--- config.mk ---
export PLATFORM = sky130hd
export DESIGN_NAME = memory
export DESIGN_NICKNAME = d
export VERILOG_FILES = /design/src/rtl/memory_pkg.sv /design/src/rtl/memory_lane.sv /design/src/rtl/memory.sv
export SDC_FILE = /design/constraint.sdc
export NUM_CORES = 1
export LEC_CHECK = 0
export BUFFER_PORTS_ARGS = -buffer_cell sky130_fd_sc_hd__buf_2
export CAP_MARGIN = 15
export CORE_AREA = 5 5 162 164
export CTS_BUF_LIST = sky130_fd_sc_hd__clkbuf_8
export DETAILED_ROUTE_END_ITERATION = 7
export DIE_AREA = 0 0 167 169
export GPL_TIMING_DRIVEN = 1
export PLACE_DENSITY = 0.87
export SYNTH_ARGS = -nofsm -noshare
export SYNTH_HDL_FRONTEND = slang
export SYNTH_SLANG_ARGS = --single-unit
--- constraint.sdc ---
create_clock -name clk_i -period 2.5 [get_ports clk_i]
set_input_delay 0.375 -clock clk_i [delete_from_list [all_inputs] [get_ports clk_i]]
set_output_delay 0.375 -clock clk_i [all_outputs]
set_load 0.01 [all_outputs]
--- src/rtl/memory_pkg.sv ---
// Shared types and access-size encodings for the KCP53K MEM stage.
// xrs_rwe: bit 2 = sign-extend, bits [1:0] = log2(access size in bytes).
package memory_pkg;

  typedef enum logic {StIdle, StBus} state_e;

  localparam logic [2:0] XRS_RWE_U8  = 3'b000;
  localparam logic [2:0] XRS_RWE_U16 = 3'b001;
  localparam logic [2:0] XRS_RWE_U32 = 3'b010;
  localparam logic [2:0] XRS_RWE_S8  = 3'b100;
  localparam logic [2:0] XRS_RWE_S16 = 3'b101;
  localparam logic [2:0] XRS_RWE_S32 = 3'b110;
  localparam logic [2:0] XRS_RWE_S64 = 3'b111;

  function automatic logic xrs_signed(logic [2:0] rwe);
    return rwe[2];
  endfunction

  // True when the byte offset is not a multiple of the access size.
  function automatic logic misaligned(logic [2:0] rwe, logic [2:0] off);
    logic [2:0] mask;
    case (rwe[1:0])
      2'd0:    mask = 3'b000;
      2'd1:    mask = 3'b001;
      2'd2:    mask = 3'b011;
      default: mask = 3'b111;
    endcase
    return |(off & mask);
  endfunction

endpackage

--- src/rtl/memory_lane.sv ---
// Byte-lane steering: store select/replication and load extraction/extension.
module memory_lane
  import memory_pkg::*;
(
  input  logic [2:0]  rwe,
  input  logic [2:0]  off,
  input  logic [63:0] st_dat,
  input  logic [63:0] bus_dat,
  output logic [7:0]  sel,
  output logic [63:0] wr_dat,
  output logic [63:0] ld_dat
);

  logic [63:0] sh;
  logic        sx;

  always_comb begin
    sh     = bus_dat >> {off, 3'b000};
    sx     = xrs_signed(rwe);
    sel    = '0;
    wr_dat = '0;
    ld_dat = '0;
    case (rwe[1:0])
      2'd0: begin
        sel    = 8'h01 << off;
        wr_dat = {8{st_dat[7:0]}};
        ld_dat = {{56{sx & sh[7]}}, sh[7:0]};
      end
      2'd1: begin
        sel    = 8'h03 << off;
        wr_dat = {4{st_dat[15:0]}};
        ld_dat = {{48{sx & sh[15]}}, sh[15:0]};
      end
      2'd2: begin
        sel    = 8'h0F << off;
        wr_dat = {2{st_dat[31:0]}};
        ld_dat = {{32{sx & sh[31]}}, sh[31:0]};
      end
      default: begin
        sel    = 8'hFF;
        wr_dat = st_dat;
        ld_dat = sh;
      end
    endcase
  end

endmodule

--- src/rtl/memory.sv ---
// KCP53K MEM stage: passes ALU results through or runs one bus cycle per load/store.
// Results are registered; bus signals are decoded from state so reset drops them at once.
module memory
  import memory_pkg::*;
#(
  parameter int unsigned TIMEOUT = 255
) (
  input  logic        clk_i,
  input  logic        reset_ni,
  input  logic        valid_i,
  input  logic [63:0] addr_i,
  input  logic [63:0] dat_i,
  input  logic [4:0]  rd_i,
  input  logic        we_i,
  input  logic        mem_i,
  input  logic        nomem_i,
  input  logic [2:0]  xrs_rwe_i,
  output logic        busy_o,
  output logic        valid_o,
  output logic [63:0] q_o,
  output logic [4:0]  rd_o,
  output logic        misalign_o,
  output logic        buserr_o,
  output logic        wb_cyc_o,
  output logic        wb_stb_o,
  output logic        wb_we_o,
  output logic [63:0] wb_adr_o,
  output logic [7:0]  wb_sel_o,
  output logic [63:0] wb_dat_o,
  input  logic [63:0] wb_dat_i,
  input  logic        wb_ack_i,
  input  logic        wb_err_i
);

  state_e      state_q, state_d;
  logic [63:0] addr_q, dat_q;
  logic [4:0]  rd_q;
  logic [2:0]  rwe_q;
  logic        we_q;
  logic [7:0]  cnt_q, cnt_d;

  logic        valid_d, mis_d, berr_d;
  logic [63:0] q_d;
  logic [4:0]  rd_d;

  logic        in_bus, timeout, latch_en;
  logic [7:0]  sel;
  logic [63:0] wr_dat, ld_dat;

  assign in_bus  = (state_q == StBus);
  assign timeout = (cnt_q == 8'(TIMEOUT - 1));
  assign busy_o  = in_bus & ~(wb_ack_i | wb_err_i | timeout);
  assign latch_en = (state_q == StIdle) & valid_i & mem_i & ~misaligned(xrs_rwe_i, addr_i[2:0]);

  memory_lane u_lane (
    .rwe     (rwe_q),
    .off     (addr_q[2:0]),
    .st_dat  (dat_q),
    .bus_dat (wb_dat_i),
    .sel     (sel),
    .wr_dat  (wr_dat),
    .ld_dat  (ld_dat)
  );

  assign wb_cyc_o = in_bus;
  assign wb_stb_o = in_bus;
  assign wb_we_o  = in_bus & we_q;
  assign wb_adr_o = in_bus ? {addr_q[63:3], 3'b000} : '0;
  assign wb_sel_o = in_bus ? sel : '0;
  assign wb_dat_o = in_bus ? wr_dat : '0;

  always_comb begin
    state_d = state_q;
    cnt_d   = '0;
    valid_d = 1'b0;
    mis_d   = 1'b0;
    berr_d  = 1'b0;
    q_d     = '0;
    rd_d    = '0;
    unique case (state_q)
      StIdle: begin
        if (valid_i && mem_i) begin
          if (misaligned(xrs_rwe_i, addr_i[2:0])) begin
            valid_d = 1'b1;
            mis_d   = 1'b1;
          end else begin
            state_d = StBus;
          end
        end else if (valid_i && nomem_i) begin
          valid_d = 1'b1;
          q_d     = addr_i;
          rd_d    = rd_i;
        end
      end
      StBus: begin
        cnt_d = cnt_q + 8'd1;
        // Error outranks a simultaneous ack.
        if (wb_err_i || timeout) begin
          state_d = StIdle;
          valid_d = 1'b1;
          berr_d  = 1'b1;
        end else if (wb_ack_i) begin
          state_d = StIdle;
          valid_d = 1'b1;
          if (!we_q) begin
            q_d  = ld_dat;
            rd_d = rd_q;
          end
        end
      end
      default: state_d = StIdle;
    endcase
  end

  always_ff @(posedge clk_i or negedge reset_ni) begin
    if (!reset_ni) begin
      state_q    <= StIdle;
      cnt_q      <= '0;
      addr_q     <= '0;
      dat_q      <= '0;
      rd_q       <= '0;
      rwe_q      <= '0;
      we_q       <= 1'b0;
      valid_o    <= 1'b0;
      misalign_o <= 1'b0;
      buserr_o   <= 1'b0;
      q_o        <= '0;
      rd_o       <= '0;
    end else begin
      state_q    <= state_d;
      cnt_q      <= cnt_d;
      valid_o    <= valid_d;
      misalign_o <= mis_d;
      buserr_o   <= berr_d;
      q_o        <= q_d;
      rd_o       <= rd_d;
      if (latch_en) begin
        addr_q <= addr_i;
        dat_q  <= dat_i;
        rd_q   <= rd_i;
        rwe_q  <= xrs_rwe_i;
        we_q   <= we_i;
      end
    end
  end

endmodule

==> results of run 1 <==
[what timing repair did]
| action | 4_1_cts | 5_1_grt |
|---|---|---|
| gates cloned | 1 | 1 |
| endpoints found under the setup margin | 61 | 62 |
| buffers inserted | 2 | 9 |
| resized for setup | 47 | 53 |
| hold buffers | 1 | 0 |
| endpoints found under the hold margin | 51 | 0 |
| pin swaps | 2 | 12 |
[state kept, by name, summed over array words and instances, names as in the netlist, 3 cells and up]
name    flops
q_o        64
rd_q        5
rwe_q       3
addr_q     64
cnt_q       8
dat_q      64
rd_o        5
[power by group]
| group | switching [mW] | internal (mW) |
|---|---|---|
| Combinational | 2.27 | 1.93 |
| Sequential | 0.496 | 4.16 |
| Clock | 1.50 | 1.93 |
| Total | 4.27 | 8.02 |
[worst min-delay path: cells and delay by family]
family / cells / cell delay, ps
buffers and inverters: 1 / 90
AO/OA/AOI/OAI: 1 / 50
AND/OR/NAND/NOR: 1 / 40
[cell type report]
| cell class | instances | area share, % |
|---|---|---|
| inverters | 38 | 1.02 |
| diodes | 15 | 0.238 |
| clock inverters | 18 | 0.699 |
| well taps | 330 | 2.62 |
| clock buffers | 51 | 4.46 |
| multi-input cells | 799 | 38.6 |
| repair buffers | 477 | 17.6 |
| flip-flops and latches | 218 | 34.7 |
[worst max-delay path by stage]
stage / slack [ps] / start / cells past startpoint / endpoint
after floorplan: 350 / rwe_q[0] / 7 / wb_dat_o[40]
after global placement: 300 / xrs_rwe_i[0] / 6 / dat_q[10]
after detailed placement: 220 / rwe_q[0] / 7 / wb_dat_o[59]
after CTS: -40 / rwe_q[0] / 7 / wb_dat_o[23]
after global routing: -120 / rwe_q[0] / 8 / wb_dat_o[35]
final: 10 / rwe_q[0] / 7 / wb_dat_o[15]
[stage by stage]
stage / power (mW) / TNS [ps] / cell area [um2]
2_1_floorplan: 6.96 / 0 / 11900
5_1_grt: 12.9 / -2080 / 15700
3_3_place_gp: 8.31 / 0 / 14400
6_report: 12.3 / 0 / 15700
4_1_cts: 12.1 / -433 / 15400
3_5_place_dp: 8.45 / 0 / 14400
[synthesized netlist by cell type (3+ instances only)]
| library cell | n | area (um2) |
|---|---|---|
| a22o_1 | 19 | 166 |
| nor2_1 | 37 | 139 |
| mux4_2 | 21 | 473 |
| buf_2 | 25 | 125 |
| nand2b_1 | 3 | 18.8 |
| mux2_2 | 141 | 1590 |
| inv_1 | 38 | 143 |
| dfrtp_1 | 218 | 5460 |
| and3_1 | 8 | 50.1 |
| mux2i_1 | 32 | 320 |
| nand2_1 | 144 | 541 |
| xnor2_1 | 3 | 26.3 |
| o211ai_1 | 8 | 60.1 |
| a211oi_1 | 14 | 105 |
| a21oi_1 | 66 | 330 |
| a31oi_1 | 8 | 50.1 |
| ha_1 | 7 | 87.6 |
| buf_4 | 8 | 60.1 |
| o21ai_2 | 9 | 78.8 |
| clkbuf_1 | 53 | 199 |
| buf_1 | 7 | 26.3 |
| and2_1 | 78 | 488 |
| o31ai_1 | 6 | 45.0 |
| nor2b_1 | 23 | 144 |
| a21boi_0 | 11 | 82.6 |
| o221ai_1 | 7 | 61.3 |
| o21ai_1 | 12 | 60.1 |
| o21a_1 | 5 | 37.5 |
| o21ai_0 | 70 | 350 |
| a22oi_1 | 19 | 143 |
| nand3_1 | 13 | 65.1 |
[per-layer routing]
| layer | vias up | part of all wire, % |
|---|---|---|
| li1 | 4908 | - |
| met1 | 5278 | 35 |
| met2 | 660 | 50 |
| met3 | 146 | 9.3 |
| met4 | 2 | 5.9 |
| met5 | - | 0.046 |
[cells in the final DEF (no fill, tap or decap), drive strengths merged, types with 2 or more instances in the layout]
cell type  count
buf          474
mux2i         32
o31ai          8
or2            2
nand2b         3
a21oi         67
nand2        144
nor4bb         2
a22oi         19
or3            2
a31oi          8
a21o           2
ha             7
diode         15
nor3           3
a211oi        14
a21boi        11
o21a           5
clkinv         8
xnor2          3
nand3         13
dfrtp        218
and3           8
mux4          21
a22o          19
mux2         141
nand4          2
nor2          37
and2          78
inv           45
o211ai         9
o21ai         91
clkinvlp       2
o221ai         7
o22ai          2
conb           3
clkbuf        52
nor2b         23
[logic make-up (layout without fill, tap and decap cells)]
group	count (synthesis)	in the layout	share of synthesized area, %
multiplexers	194	194	20.1
other	1	18	0.0316
AO/OA/AOI/OAI	269	269	14.7
flip-flops	218	218	46.0
adder cells (fa/ha/maj)	7	7	0.739
XOR/XNOR	4	4	0.296
AND/OR/NAND/NOR	322	322	13.3
buffers and inverters	133	584	4.85
==> results_dict.tcl, run 1 <==
set metrics [dict create \
    fillCellCount 1991 \
    postSynthCellCount 1148 \
    antenna_found_initial 13 \
    synth-edff-count 0 \
    wirelength_um 43800 \
    cts_max_level 2 \
    synth-seq-cells 218 \
    cp_max_fo 9 \
    drtAntennaViolNets 0 \
    arrival_ps 2110 \
    gp_congestion 0.927 \
    min_path_cells 3 \
    rsz0062_at_grt "yes" \
    fin_util_pct 63.6 \
    min_from "addr_i[41]" \
    clock_sinks 218 \
    power_density_nw_per_um2 780 \
    layout.cells.non_filler 1946 \
    use_met2_pct 50.5 \
    drc 0 \
    relSlewSlack_pct 48.0 \
    io_buffers 416 \
    period_minus_slack_ps 2490 \
    vias_per_cell 5.65 \
    drive_above_1_share_pct 48.0 \
    reg2reg_slack_ps 310 \
    reg2regPathDepth 9 \
    avgSynthCellArea_um2 10.3 \
    min_to "q_o[41]" \
    fin_nets 1787 \
    max_cap_viol_count 0 \
    slowest_delay_ps 460 \
    grt_pass1_vias 11400 \
    fmax_mhz 402 \
    coreArea_um2 24700 \
    grt_max_degree 81 \
    insertion_delay_ps 530 \
    status "completed" \
    ys_seq_area_share_pct 46.0 \
    firstDrtPassIters 5 \
    cp_cell_sequence "inv_4 -> ha_4 -> buf_4 -> a21oi_2 -> o21ai_1 -> and2_1 -> buf_2" \
    track_usage_pct 29.4 \
    multi_input_area_um2 6080 \
    crit_slowest_cell "dfrtp_2" \
    synth_async_sr_flop_share_pct 100 \
    end_kind "primary output" \
    routedWlPerCell_um 22.5 \
    drt_iter0_drc 818 \
    numCtsBuffers 38 \
    pre_cts_ws_ps 216 \
    worst_r2r_endpoint "q_o[43]" \
    clk_pin_slew_ps 60 \
    hold_violations 0 \
    grt_first_pass_wirelength_um 65100 \
    dpl.cell_count 1849 \
    die_h_um 169 \
    peakVddDrop_v 0.000524 \
    dieWidth_um 167 \
    crit_buf_inv 3 \
    grt_overflow 0 \
    syn-cell-area_um2 11900 \
    dp_hpwl_um 33000 \
    start_util_pct 47.9 \
    syn_to_final_growth_pct 32.8 \
    worstReg2RegStart "rwe_q[0]" \
    synth_cell_types 58 \
    setup-violations-final 0 \
    use_met1_pct 33.2 \
    worstMarginPinSlew_ps 780 \
    slew_violations 0 \
    synth_top_flop_cell "dfrtp_1" \
    regArea_um2 5470 \
    crit_type "reg2out" \
    min_period_over_period_pct 99.6 \
    setup_ws_ps 10.9 \
    vias 11000 \
    worst_hold_slack_ps 71.0 \
    skew_ps 14.9 \
    use_met3_pct 7.80 \
    clockBufferDepth 3 \
    rows 58 \
    cts_root_buf "clkbuf_8" \
    busiest_layer "met2" \
    p_leak_nw 7.97 \
    synth_warnings 0 \
    fp.dieArea_um2 28200 \
    io_pins 420 \
    cts_tree "built" \
    required_ps 2120 \
    critical_path.top_delay_family "flip-flops" \
    start_kind "flop" \
    hold_path_class "in2reg" \
]
Note: power is estimated with default switching activity, not from simulation.
==> inputs of run 2 (changes only) <==
- CAP_MARGIN: 15 -> default
- CORE_AREA: 5 5 162 164 -> 5 5 161 163
- DIE_AREA: 0 0 167 169 -> 0 0 166 168
- PLACE_DENSITY: 0.87 -> 0.88
- clock period: 2.5 -> 3.2 ns (I/O delays scaled with it)
==> run 2 against run 1 <==
Net effect: clock skew is 9.1 ps higher; global-route usage grew 0.64 points; largest power group unchanged; sequential cell count unchanged; routed wire length decreased by 0.33%; the run now ends with negative hold slack left; critical path type unchanged; clock-buffer cell count down 5; via count down 1.0%; sequential power fell by 22%; first-iteration DRC count rose by 0.86%; final cell count shrank 2.7%; register-to-register slack better by 470 ps; utilization shrank 1.7 points; worst hold slack worse by 79 ps.
==> results_dict.tcl, run 2 (synthesis results as in run 1) <==
set metrics [dict create \
    status "finished, violations left" \
    failed_checks "negative hold slack" \
    p_clk_share_pct 27.0 \
    swShare_pct 35.0 \
    fp.dieArea_um2 27900 \
    clockBufferDepth 3 \
    antenna_found_initial 8 \
    worst_hold_slack_ps -7.59 \
    stdcell_area_um2 15000 \
    dpl_cell_area_um2 14200 \
    grt_overflow 0 \
    max_cap_viol_count 0 \
    drt_iter0_drc 825 \
    p_comb_share_pct 32.0 \
    crit_type "reg2out" \
    routedLengthMet1_um 15400 \
    layout_commonest_cell "buf_2" \
    cts-hold-fix-buffers 0 \
    p_int_mw 5.76 \
    cp_common_cell "nand2_1" \
    io_pins 420 \
    dr_wl_met2_um 22200 \
    dp_hpwl_um 32400 \
    setup-violations-final 0 \
    required_ps 2720 \
    drtAntennaViolNets 0 \
    p_leak_nw 7.68 \
    cts_setup_buffers 0 \
    cp_cell_sequence "inv_1 -> ha_1 -> nand2_1 -> nand2_1 -> o21ai_0 -> a21oi_1 -> buf_2" \
    end_kind "primary output" \
    top_layer_used "met5" \
    relSlewSlack_pct 32.9 \
    skew_ps 24.0 \
    fillCellCount 1938 \
    wl_met3_um 3990 \
    crit_buf_inv 2 \
    p_switching_mw 3.11 \
    regArea_um2 5460 \
    dieWidth_um 166 \
    cp-startpoint "rwe_q[0]" \
    power_frac_seq_pct 41.0 \
    coreArea_um2 24200 \
    insertion_delay_ps 520 \
    multi_input_area_um2 5870 \
    pre_cts_ws_ps 653 \
    io_buffers 416 \
    critical_path.top_delay_family "compound AO/OA/AOI/OAI gates" \
    fmax_mhz 329 \
    drc 0 \
    clk_pin_slew_ps 60 \
    rsz0062_at_grt "no" \
    start_util_pct 49.0 \
    min_period_over_period_pct 95.0 \
    routedWlPerCell_um 23.0 \
    vias_per_cell 5.75 \
    die_h_um 168 \
    clock_sinks 218 \
    numCtsBuffers 37 \
    cts_resized 0 \
    cts_root_buf "clkbuf_8" \
    fin_nets 1751 \
    arrival_ps 2560 \
    cts_max_level 2 \
    dpl.cell_count 1821 \
    grt_first_pass_wirelength_um 65900 \
    power_density_nw_per_um2 593 \
    wirelength_um 43600 \
    worstReg2RegStart "cnt_q[0]" \
    largestRegisters "addr_q: 64 flops, dat_q: 64 flops, q_o: 64 flops" \
    syn_to_final_growth_pct 26.2 \
    grt_max_degree 139 \
    slowest_delay_ps 580 \
    cts_tree "built" \
    grt_pass1_vias 11300 \
    drive_above_1_share_pct 43.8 \
    hold_violations 16 \
    hold_path_class "in2async" \
    layout.cells.non_filler 1893 \
    rows 57 \
    fin_tns_setup_ps 0 \
    cp_max_fo 11 \
    firstDrtPassIters 6 \
    vias 10900 \
    worstMarginPinSlew_ps 1010 \
    final_cell_mix "415 x buf_2, 215 x dfrtp_1, 144 x nand2_1" \
    peakVddDrop_v 0.000458 \
    track_usage_pct 30.0 \
    setup_ws_ps 159 \
    crit_slowest_cell "o21ai_0" \
    start_kind "flop" \
    gp_congestion 0.913 \
    period_minus_slack_ps 3040 \
    slew_violations 0 \
]
run 2: layout make-up:
| cell class | instances | share of cell area [%] |
|---|---|---|
| multi-input combinational | 799 | 39.2 |
| clock buffer | 46 | 4.23 |
| clock inverter | 17 | 0.476 |
| antenna | 9 | 0.150 |
| timing repair buffer | 442 | 15.8 |
| sequential | 218 | 36.5 |
| inverter | 38 | 0.953 |
| tap | 324 | 2.71 |
run 2: worst paths after layout:
kind	to	slack [ps]	depth (start not counted)
max	wb_dat_o[61]	160	7
min	addr_q[43]	-8	1
max reg2reg	q_o[27]	780	8
min reg2reg	rd_o[1]	490	1
max in group asynchronous	dat_q[46]	2270	2
min in group clk_i	we_q	180	2
run 2: power by group through the flow:
stage | Sequential [mW] | Clock, mW | Combinational (mW)
3_3_place_gp | 3.65 | 0 | 2.72
3_5_place_dp | 3.68 | 0 | 2.80
4_1_cts | 3.63 | 2.43 | 2.82
5_1_grt | 3.69 | 2.56 | 3.09
2_1_floorplan | 3.49 | 0 | 1.94
6_report | 3.64 | 2.39 | 2.84
run 2: per-layer routing:
layer	track usage [%]	up-vias
met4	13.6	2
met2	53.6	650
li1	-	4824
met3	7.46	111
met1	34.1	5295
met5	0	-
run 2: per-stage QoR:
step	hold slack [ps]	power, mW	utilization [%]
after global placement	474	6.37	58.9
after detailed placement	478	6.48	58.9
final	-7.59	8.87	61.9
after floorplan	184	5.44	-
after global routing	39.7	9.34	61.9
after CTS	10.1	8.88	61.8
==> inputs of run 3 (changes only) <==
- ABC_AREA: default -> 1
- CORE_AREA: 5 5 161 163 -> default
- CORE_ASPECT_RATIO: default -> 0.75
- CORE_MARGIN: default -> 5
- CORE_UTILIZATION: default -> 56
- DIE_AREA: 0 0 166 168 -> default
- PLACE_DENSITY: 0.88 -> 0.95
==> run 3 against run 2 <==
Net effect: the flow now finishes without violations; largest power group unchanged; combinational power about the same; highest routed layer unchanged; design area increased by 0.43%; via count increased by 26%; register-to-register slack got worse by 160 ps; clock power about the same; critical path type unchanged; worst setup slack got worse by 25 ps; final cell count increased by 28%; global-route usage increased by 5.8 points; critical path depth decreased by 1; die area decreased by 12%.
==> results_dict.tcl, run 3 <==
set metrics [dict create \
    worstMarginPinSlew_ps 785 \
    cp_max_fo 35 \
    synth-edff-count 0 \
    ys_seq_area_share_pct 45.1 \
    vias 13800 \
    min_path_cells 3 \
    reg2reg_slack_ps 620 \
    cts_root_buf "clkbuf_8" \
    worst_hold_slack_ps 184 \
    antenna_found_initial 16 \
    start_util_pct 57.1 \
    cts_tree "built" \
    largestRegisters "addr_q: 64 flops, dat_q: 64 flops, q_o: 64 flops" \
    clock_sinks 218 \
    synthAdderAreaFrac_pct 0.724 \
    dpl.cell_count 2353 \
    drt_iter0_drc 1734 \
    swShare_pct 38.3 \
    rsz0062_at_grt "no" \
    yosysMostFrequentCell "nand2_1" \
    postSynthCellCount 1741 \
    relSlewSlack_pct 47.6 \
    grt_max_degree 108 \
    end_kind "primary output" \
    synth-seq-cells 218 \
    final_cell_mix "678 x nand2_1, 415 x buf_2, 216 x dfrtp_1" \
    synthMuxAreaShare_pct 0 \
    p_int_mw 5.37 \
    skew_ps 18.9 \
    period_minus_slack_ps 3070 \
    crit_type "reg2out" \
    slew_violations 0 \
    max_cap_viol_count 0 \
    avgSynthCellArea_um2 6.95 \
    rows 46 \
    fillCellCount 1788 \
    synth_top_flop_cell "dfrtp_1" \
    fmax_mhz 326 \
    numCtsBuffers 37 \
    fin_tns_setup_ps 0 \
    clockBufferDepth 3 \
    io_buffers 416 \
    cts_max_level 2 \
    wirelength_um 46300 \
    io_pins 420 \
    fin_nets 2320 \
    routedWlPerCell_um 19.1 \
    p_leak_nw 9.26 \
    synth-compound-area-share_pct 11.6 \
    synth_top_family_by_area "simple AND/OR/NAND/NOR gates" \
    min_from "addr_i[22]" \
    synth_cell_types 37 \
    power_density_nw_per_um2 579 \
    drive_above_1_share_pct 24.6 \
    layout.cells.non_filler 2420 \
    required_ps 2720 \
    peakVddDrop_v 0.000396 \
    min_to "q_o[22]" \
    synth_async_sr_flop_share_pct 100 \
    synth_area_leaders "dfrtp_1 45%, nand2_1 21%, nand3_1 6.0%" \
    grt_first_pass_wirelength_um 70900 \
    drc 0 \
    layout_commonest_cell "nand2_1" \
    grt_overflow 0 \
    gp_congestion 0.981 \
    p_clk_share_pct 27.6 \
    syn-cell-area_um2 12100 \
    fp.dieArea_um2 24700 \
    arrival_ps 2590 \
    firstDrtPassIters 6 \
    setup-violations-final 0 \
    insertion_delay_ps 530 \
    worst_r2r_endpoint "q_o[40]" \
    reg2regPathDepth 11 \
    synthSimpleGateAreaFrac_pct 33.0 \
    coreArea_um2 21200 \
    synth_top_area_cell "dfrtp_1" \
    dieWidth_um 180 \
    min_period_over_period_pct 95.8 \
    p_comb_share_pct 32.2 \
    track_usage_pct 35.8 \
    clk_pin_slew_ps 60 \
    start_kind "flop" \
    hold_violations 0 \
    status "completed" \
    synth_warnings 0 \
    syn_to_final_growth_pct 24.3 \
    fin_util_pct 71.0 \
    power_frac_seq_pct 40.2 \
    worstReg2RegStart "addr_q[0]" \
    ys_top_cells_by_count "679 x nand2_1, 218 x dfrtp_1, 144 x inv_1, 144 x nand3_1, 105 x nor2_1" \
    netlist.area_leader.share_pct 45.1 \
    dp_hpwl_um 34100 \
    hold_path_class "in2reg" \
    die_h_um 137 \
    p_switching_mw 3.34 \
    vias_per_cell 5.68 \
    synth_xor_area_share_pct 0.0724 \
    drtAntennaViolNets 0 \
    grt_pass1_vias 13000 \
]
[run 3: cell types whose count changed after synthesis, moves of 23 or more]
cell / change
nor2b_1: -23
o21ai_1: +42
nor3_1: +31
mux2_2: -141
nor2_1: +68
nand2_1: +535
nand3_1: +131
and2_1: -76
inv_1: +106
mux2i_1: -32
[run 3: kinds of logic after synthesis]
family | Yosys count
buffers and inverters | 280
other | 1
DFF | 218
xor gates and xnor gates | 1
and+or+nand+nor | 983
AOI/OAI and AO/OA | 251
adders and majority gates | 7
[run 3: metrics by stage]
stage / power [mW] / instance area (um2) / setup slack, ps
2_1_floorplan: 5.21 / 12100 / 950
3_3_place_gp: 6.19 / 14300 / 647
3_5_place_dp: 6.25 / 14300 / 628
4_1_cts: 8.65 / 15000 / 157
5_1_grt: 9.18 / 15000 / 52.5
6_report: 8.71 / 15000 / 134
[run 3: per-layer routing]
metal  wire length [um]  track usage, %  share of wire, %
met1              17700            47.3                38
met2              20900            57.4                45
met3               5090            7.89                11
met4               2480            16.3               5.4
met5                 80               0              0.17
[run 3: final cells by class]
type	instances	area, um2	area share, %
Inverter	155	586	3.90
Tap cell	288	360	2.40
Antenna cell	10	25.0	0.166
Clock buffer	43	592	3.94
Multi-Input combinational cell	1245	5530	36.8
Clock inverter	13	85.1	0.566
Sequential cell	218	5460	36.3
Timing Repair Buffer	448	2400	15.9
[run 3: worst max-delay path by stage]
| stage | from | end | slack (ps) | depth (start not counted) |
|---|---|---|---|---|
| 2_1_floorplan | rwe_q[0] | wb_dat_o[18] | 950 | 7 |
| 3_5_place_dp | rwe_q[1] | q_o[44] | 630 | 6 |
| 4_1_cts | rwe_q[1] | wb_dat_o[61] | 160 | 6 |
| 3_3_place_gp | rwe_q[1] | q_o[40] | 650 | 6 |
| 5_1_grt | addr_q[0] | wb_sel_o[6] | 50 | 6 |
| 6_report | rwe_q[1] | wb_dat_o[31] | 130 | 6 |
[run 3: worst max-delay path, cell delays in order, from the launching register on]
cell and delay [ps]:
dfrtp_1 430, ha_1 230, clkinv_2 360, nand2_1 170, a221oi_1 500, nor3_1 170
buf_2 190
[run 3: what timing repair did]
action                                  in CTS  in global routing
setup buffers                                0                  0
resized for setup                            0                  1
endpoints found under the setup margin       0                  3
hold buffers                                 1                  0
hold endpoints to repair                    47                  0
[run 3: power groups by stage]
stage / clock network, mW / registers [mW] / logic [mW]
finish: 2.40 / 3.50 / 2.81
global route: 2.55 / 3.54 / 3.08
CTS: 2.41 / 3.49 / 2.75
detailed placement: 0 / 3.53 / 2.73
global placement: 0 / 3.51 / 2.68
floorplan: 0 / 3.45 / 1.77
